==> src/rtl/ram8_arbiter.sv <==
// Two-requester round-robin front end for a single-port ram8 (8 x 16).
// Each transaction takes three cycles: a grant in IDLE, one SERVE cycle, then one ACK pulse.
module ram8_arbiter (
    input  logic        clk,
    input  logic        reset,
    input  logic        req0,
    input  logic        req1,
    input  logic        we0,
    input  logic        we1,
    input  logic [2:0]  addr0,
    input  logic [2:0]  addr1,
    input  logic [15:0] wdata0,
    input  logic [15:0] wdata1,
    output logic        ack0,
    output logic        ack1,
    output logic [15:0] rdata0,
    output logic [15:0] rdata1,
    output logic [2:0]  mem_address,
    output logic [15:0] mem_in,
    output logic        mem_load,
    input  logic [15:0] mem_out,
    output logic [1:0]  state_dbg
);

    // Handshake: a requester holds req (level) until it sees its one-cycle ack;
    // req/we/addr/wdata are sampled only at the grant edge, and a req still high
    // after the ack is taken as a fresh transaction.

    typedef enum logic [1:0] {
        IDLE  = 2'd0,
        SERVE = 2'd1,
        ACK   = 2'd2
    } state_t;

    state_t state;
    logic   prio;
    logic   gnt_id;
    logic   sel_id;

    // Requester 1 wins when it is alone, or when both ask and prio favours it.
    assign sel_id    = (req0 && req1) ? prio : req1;
    assign state_dbg = state;

    // The latched transaction lives directly in the mem_* registers, so the
    // ram8 sees a stable address/data/load for the whole SERVE cycle.
    always_ff @(posedge clk or posedge reset) begin
        if (reset) begin
            state       <= IDLE;
            prio        <= 1'b0;
            gnt_id      <= 1'b0;
            ack0        <= 1'b0;
            ack1        <= 1'b0;
            rdata0      <= 16'h0000;
            rdata1      <= 16'h0000;
            mem_address <= 3'd0;
            mem_in      <= 16'h0000;
            mem_load    <= 1'b0;
        end else begin
            case (state)
                IDLE: begin
                    ack0 <= 1'b0;
                    ack1 <= 1'b0;
                    if (req0 || req1) begin
                        gnt_id      <= sel_id;
                        mem_address <= sel_id ? addr1  : addr0;
                        mem_in      <= sel_id ? wdata1 : wdata0;
                        mem_load    <= sel_id ? we1    : we0;
                        state       <= SERVE;
                    end
                end
                SERVE: begin
                    // mem_out still shows the pre-write word at this edge.
                    if (gnt_id) begin
                        rdata1 <= mem_out;
                    end else begin
                        rdata0 <= mem_out;
                    end
                    prio        <= ~gnt_id;
                    ack0        <= ~gnt_id;
                    ack1        <= gnt_id;
                    mem_address <= 3'd0;
                    mem_in      <= 16'h0000;
                    mem_load    <= 1'b0;
                    state       <= ACK;
                end
                ACK: begin
                    ack0  <= 1'b0;
                    ack1  <= 1'b0;
                    state <= IDLE;
                end
                default: begin
                    ack0        <= 1'b0;
                    ack1        <= 1'b0;
                    mem_address <= 3'd0;
                    mem_in      <= 16'h0000;
                    mem_load    <= 1'b0;
                    state       <= IDLE;
                end
            endcase
        end
    end

endmodule

==> config.mk <==
export PLATFORM = sky130hd
export DESIGN_NAME = ram8_arbiter
export DESIGN_NICKNAME = d
export VERILOG_FILES = /design/src/rtl/ram8_arbiter.sv
export SDC_FILE = /design/constraint.sdc
export NUM_CORES = 1
export LEC_CHECK = 0
export CORE_ASPECT_RATIO = 1.2
export CORE_MARGIN = 2
export CORE_UTILIZATION = 40
export DETAILED_ROUTE_END_ITERATION = 7
export GPL_ROUTABILITY_DRIVEN = 0
export GPL_TIMING_DRIVEN = 0
export PLACE_DENSITY_LB_ADDON = 0.12
export SETUP_SLACK_MARGIN = 0.4
export SLEW_MARGIN = 15
export SYNTH_ARGS = -nofsm -noshare
export SYNTH_HDL_FRONTEND = slang
export SYNTH_SLANG_ARGS = --single-unit
==> constraint.sdc <==
create_clock -name clk -period 2.1 [get_ports clk]
set_input_delay 0.42 -clock clk [delete_from_list [all_inputs] [get_ports clk]]
set_output_delay 0.42 -clock clk [all_outputs]
set_load 0.1 [all_outputs]
== Word level (Yosys, flattened, before mapping) ==
Cells that the tools add are included.
Word-level totals
  logic and storage cells: 36
  register bits after elaboration: 58
  output and inout bits: 56
  input bits: 60
Operators by class
  bitwise operators: 2
  muxes and demuxes: 14
  reduce and logical (&&, ||, !) cells: 7
  equal/unequal tests: 3
Operators by type and width (count)
  $mux W16: 2
  $pmux W16 S2: 1
  $reduce_and A2 Y1: 4
  $mux W3: 2
  $pmux W3 S2: 1
  $mux W1: 5
  $pmux W2 S2: 1
  $eq A2 B1 Y1 const B: 1
  $eq A2 B2 Y1 const B: 1
  $logic_not A2 Y1: 1
  $mux W2: 1
  $ne A2 B2 Y1 const B: 1
  $not A1 Y1: 2
  $pmux W1 S2: 1
  $logic_and A1 B1 Y1: 1
  $logic_or A1 B1 Y1: 1

== Logic depth before layout (Yosys ltp) ==
  depth after elaboration: 5
  depth in mapped cells: 5
  mapped depth without buffers: 3

== Least setup slack after synthesis ==
OpenSTA, ideal clock, no wires.
  path kind: register to register
  start point: reg state[0], in the netlist state_dbg[0]
  end point: reg rdata0[0]
  slack: -0.040 ns
  stages on the path, launching flop included: 6
  arrival: 2.014 ns
  setup time: 0.126 ns
  buffers on the path: 2
  required time: 1.974 ns
  clock period less this slack: 2.140 ns
  cell sequence: dfrtp_1 nor2b_4 and2b_1 buf_6 buf_6 mux2_4
Between the ends
  word-level cells in the longest chain between the ends: 2
Ends and longest elaborated chain
  from (decl): RTL line 35  | state_t state;
  from (signal assigned): RTL line 48  | state <= IDLE;
  from (signal assigned): RTL line 68  | state <= SERVE;
  from (signal assigned): RTL line 84  | state <= ACK;
  $eq A2 B1 Y1: RTL line 59  | case (state)
  $reduce_and A2 Y1 (no source line)
  to (signal assigned): RTL line 76  | rdata0 <= mem_out;
  to (decl): RTL line 16  | output logic [15:0] rdata0,
Every way passes these cells.
A chain may end at the register's enable or synchronous reset.

== Worst setup path after layout ==
  start point: reg mem_address[0]
  end point: out mem_address[0]
RTL lines
  from (decl): RTL line 18  | output logic [2:0] mem_address,
  from (signal assigned): RTL line 65  | mem_address <= sel_id ? addr1 : addr0;
No word-level cell between the ends.

==> reports/results.ini <==
[synth]
synth-warning-count = 0
synth_ff_type = dfrtp_1
synth-edff-count = 0
syn_avg_cell_area_um2 = 15.0
ys_seq_area_share_pct = 62.2
synth-seq-cells = 58
synth_nets = 216
netlist_instances = 156
yosysUniqueCellTypes = 19
async_flop_share_pct = 100
synth_area_mm2 = 0.00233

[floorplanning]
die_area_mm2 = 0.00646
die_y_um = 87.6
ios = 116
die_w_um = 73.7
num_rows = 30
core_area_mm2 = 0.00563
floorplan.initialDensity_pct = 41.4

[clock_tree]
htree_levels = 3
insertion_delay_ns = 0.32
cts_setup_buffers = 0
clockRootBuffer = clkbuf_8
path_clk_slew_ns = 0.07
cts_buffers = 9
clock_tree.buffer_depth = 2
cts_tree = done
cts_sinks = 58

[route]
first_iter_violations = 50
finalWirelength_um = 5480
routed-via-count = 1797
drc = 0
wl_per_cell_um = 15.6
viasPerCell = 5.11
antenna_left = 0
drtPass1Iterations = 4

[timing]
period_share_pct = 79.4
setup_viol = 0
skew_ns = 0.00450
grt_setup_unrepaired = false
slew_headroom_pct = 54.3
worst_slew_pin_slew_ns = 0.685
finalCriticalPeriod_ns = 1.67
tns_ns = 0
slew_violations = 0
max_clock_freq_mhz = 600
hold_violations = 0

[setup_path]
critPathLaunch = mem_address[0]
worstPathRequired_ns = 1.68
cp_slowest_stage_delay_ns = 0.56
cp_cell_sequence = clkdlybuf4s15_2
end_kind = output pin
critPathSlowestCell = clkdlybuf4s15_2
cp_top_family = buffers and inverters
timing.rr.start = state_dbg[0]
critPathArrivalTime_ns = 1.25
worst-path-max-fanout = 2
startpoint_type = flip-flop
worst-path-buf-inv = 1
worstSetupPathType = flip-flop to output pin

[hold_path]
hold_start = rdata1[10]
hp-class = flip-flop to flip-flop

[final_layout]
drive_above_1_share_pct = 41.3
syn_to_final_growth_pct = 64.8
fin_nets = 343
antenna_cells = 0

[global_routing]
grt_pass1_vias = 1875
grt_pass1_wl_um = 8790
antenna_found_initial = 0
grt_usage_pct = 18.1
grt_max_degree = 32
overflow = 0

[placed_design]
dp_hpwl_um = 3840
io_buffer_count = 115

[run_status]
status = completed

[flow_run]
cap_viol_max_count = 0

-- cell usage in the layout, fill, tap and decap left out --
cell,netlist,routed
clkdlybuf4s50_1,0,59
dfrtp_1,58,56
clkdlybuf4s18_2,0,25
clkdlybuf4s15_2,0,24
mux2_2,23,23
and3_1,20,20
a221o_1,20,20
clkbuf_8,0,11
mux2_4,9,9
buf_2,3,9
clkbuf_1,6,4
nor2_1,3,3
bufinv_16,0,3
buf_6,2,2
clkbuf_2,0,2
inv_1,3,2
clkinv_2,0,2
nor2b_4,1,1
and2b_1,1,1
nor3_1,1,1
o21ba_2,1,1
a2111oi_2,1,1
nor3b_1,1,1
nand2b_1,1,1
nand2_2,1,1
clkbuf_4,0,1
clkinvlp_4,0,1
o21a_1,1,1
buf_12,0,1
dfrtp_4,0,1
dfrtp_2,0,1
-- per-stage QoR --
| stage | area (um^2) | utilization [%] | instances | setup slack, ns | hold WS [ns] |
|---|---|---|---|---|---|
| global placement | 3570 | 63.4 | 335 | 0.0850 | 0.486 |
| floorplan | 2340 | - | 156 | 0.407 | 0.500 |
| CTS | 3910 | 69.4 | 352 | 0.301 | 0.509 |
| detailed placement | 3590 | 63.8 | 336 | 0.0893 | 0.494 |
| global route | 3840 | 68.3 | 352 | 0.400 | 0.517 |
| finish | 3840 | 68.3 | 352 | 0.433 | 0.502 |
-- Yosys cell counts (2+ instances only) --
cell type | count | area [um^2]
buf_6 | 2 | 22.5
a221o_1 | 20 | 200
nor2_1 | 3 | 11.3
mux2_4 | 9 | 135
clkbuf_1 | 6 | 22.5
inv_1 | 3 | 11.3
and3_1 | 20 | 125
buf_2 | 3 | 15.0
dfrtp_1 | 58 | 1450
mux2_2 | 23 | 259
-- metal layers --
metal	vias up	wire, um	GRT usage (%)
li1	838	-	-
met1	882	2340	22.1
met2	72	2720	29.2
met3	5	347	6.56
met4	0	74	6.94
met5	-	0	0
-- cells by family (layout without fill, tap and decap cells) --
family,count (synthesis),count (layout),share of synthesized area [%]
flip-flops,58,58,62.2
multiplexers,32,32,16.9
AND/OR/NAND/NOR,29,29,7.83
AO/OA/AOI/OAI,23,23,9.98
buffers and inverters,14,146,3.06
-- state kept, by name, summed over array words and instances (netlist names), 2 cells and up --
name         cells
mem_in          16
mem_address      3
state_dbg        2
rdata0          16
rdata1          16
-- worst paths after layout --
kind / endpoint / slack [ns] / cells past startpoint
worst max-delay path: mem_address[0] / 0.43 / 1
worst min-delay path: rdata1[10] / 0.50 / 1
worst max register to register: rdata1[6] / 0.48 / 4
worst min register to register: rdata1[10] / 0.50 / 1
max in group asynchronous: state_dbg[0] / 0.98 / 3
min in group asynchronous: rdata1[15] / 0.53 / 2
-- repair_timing --
item                       4_1_cts  5_1_grt
setup endpoints to repair       56       47
hold buffers                     0        0
gates resized for setup        171       41
pin swaps                        0        0
-- cell type report --
class / instances / area, um^2
Buffer: 11 / 65.1
Clock buffer: 11 / 151
Clock inverter: 5 / 100
Fill cell: 436 / 1790
Inverter: 3 / 15.0
Multi-Input combinational cell: 84 / 810
Sequential cell: 58 / 1460
Tap cell: 64 / 80.1
Timing Repair Buffer: 116 / 1170
Power is left out: the tool's default activity adds up to more than one toggle a clock period on the data nets, which glitch-free logic cannot reach.
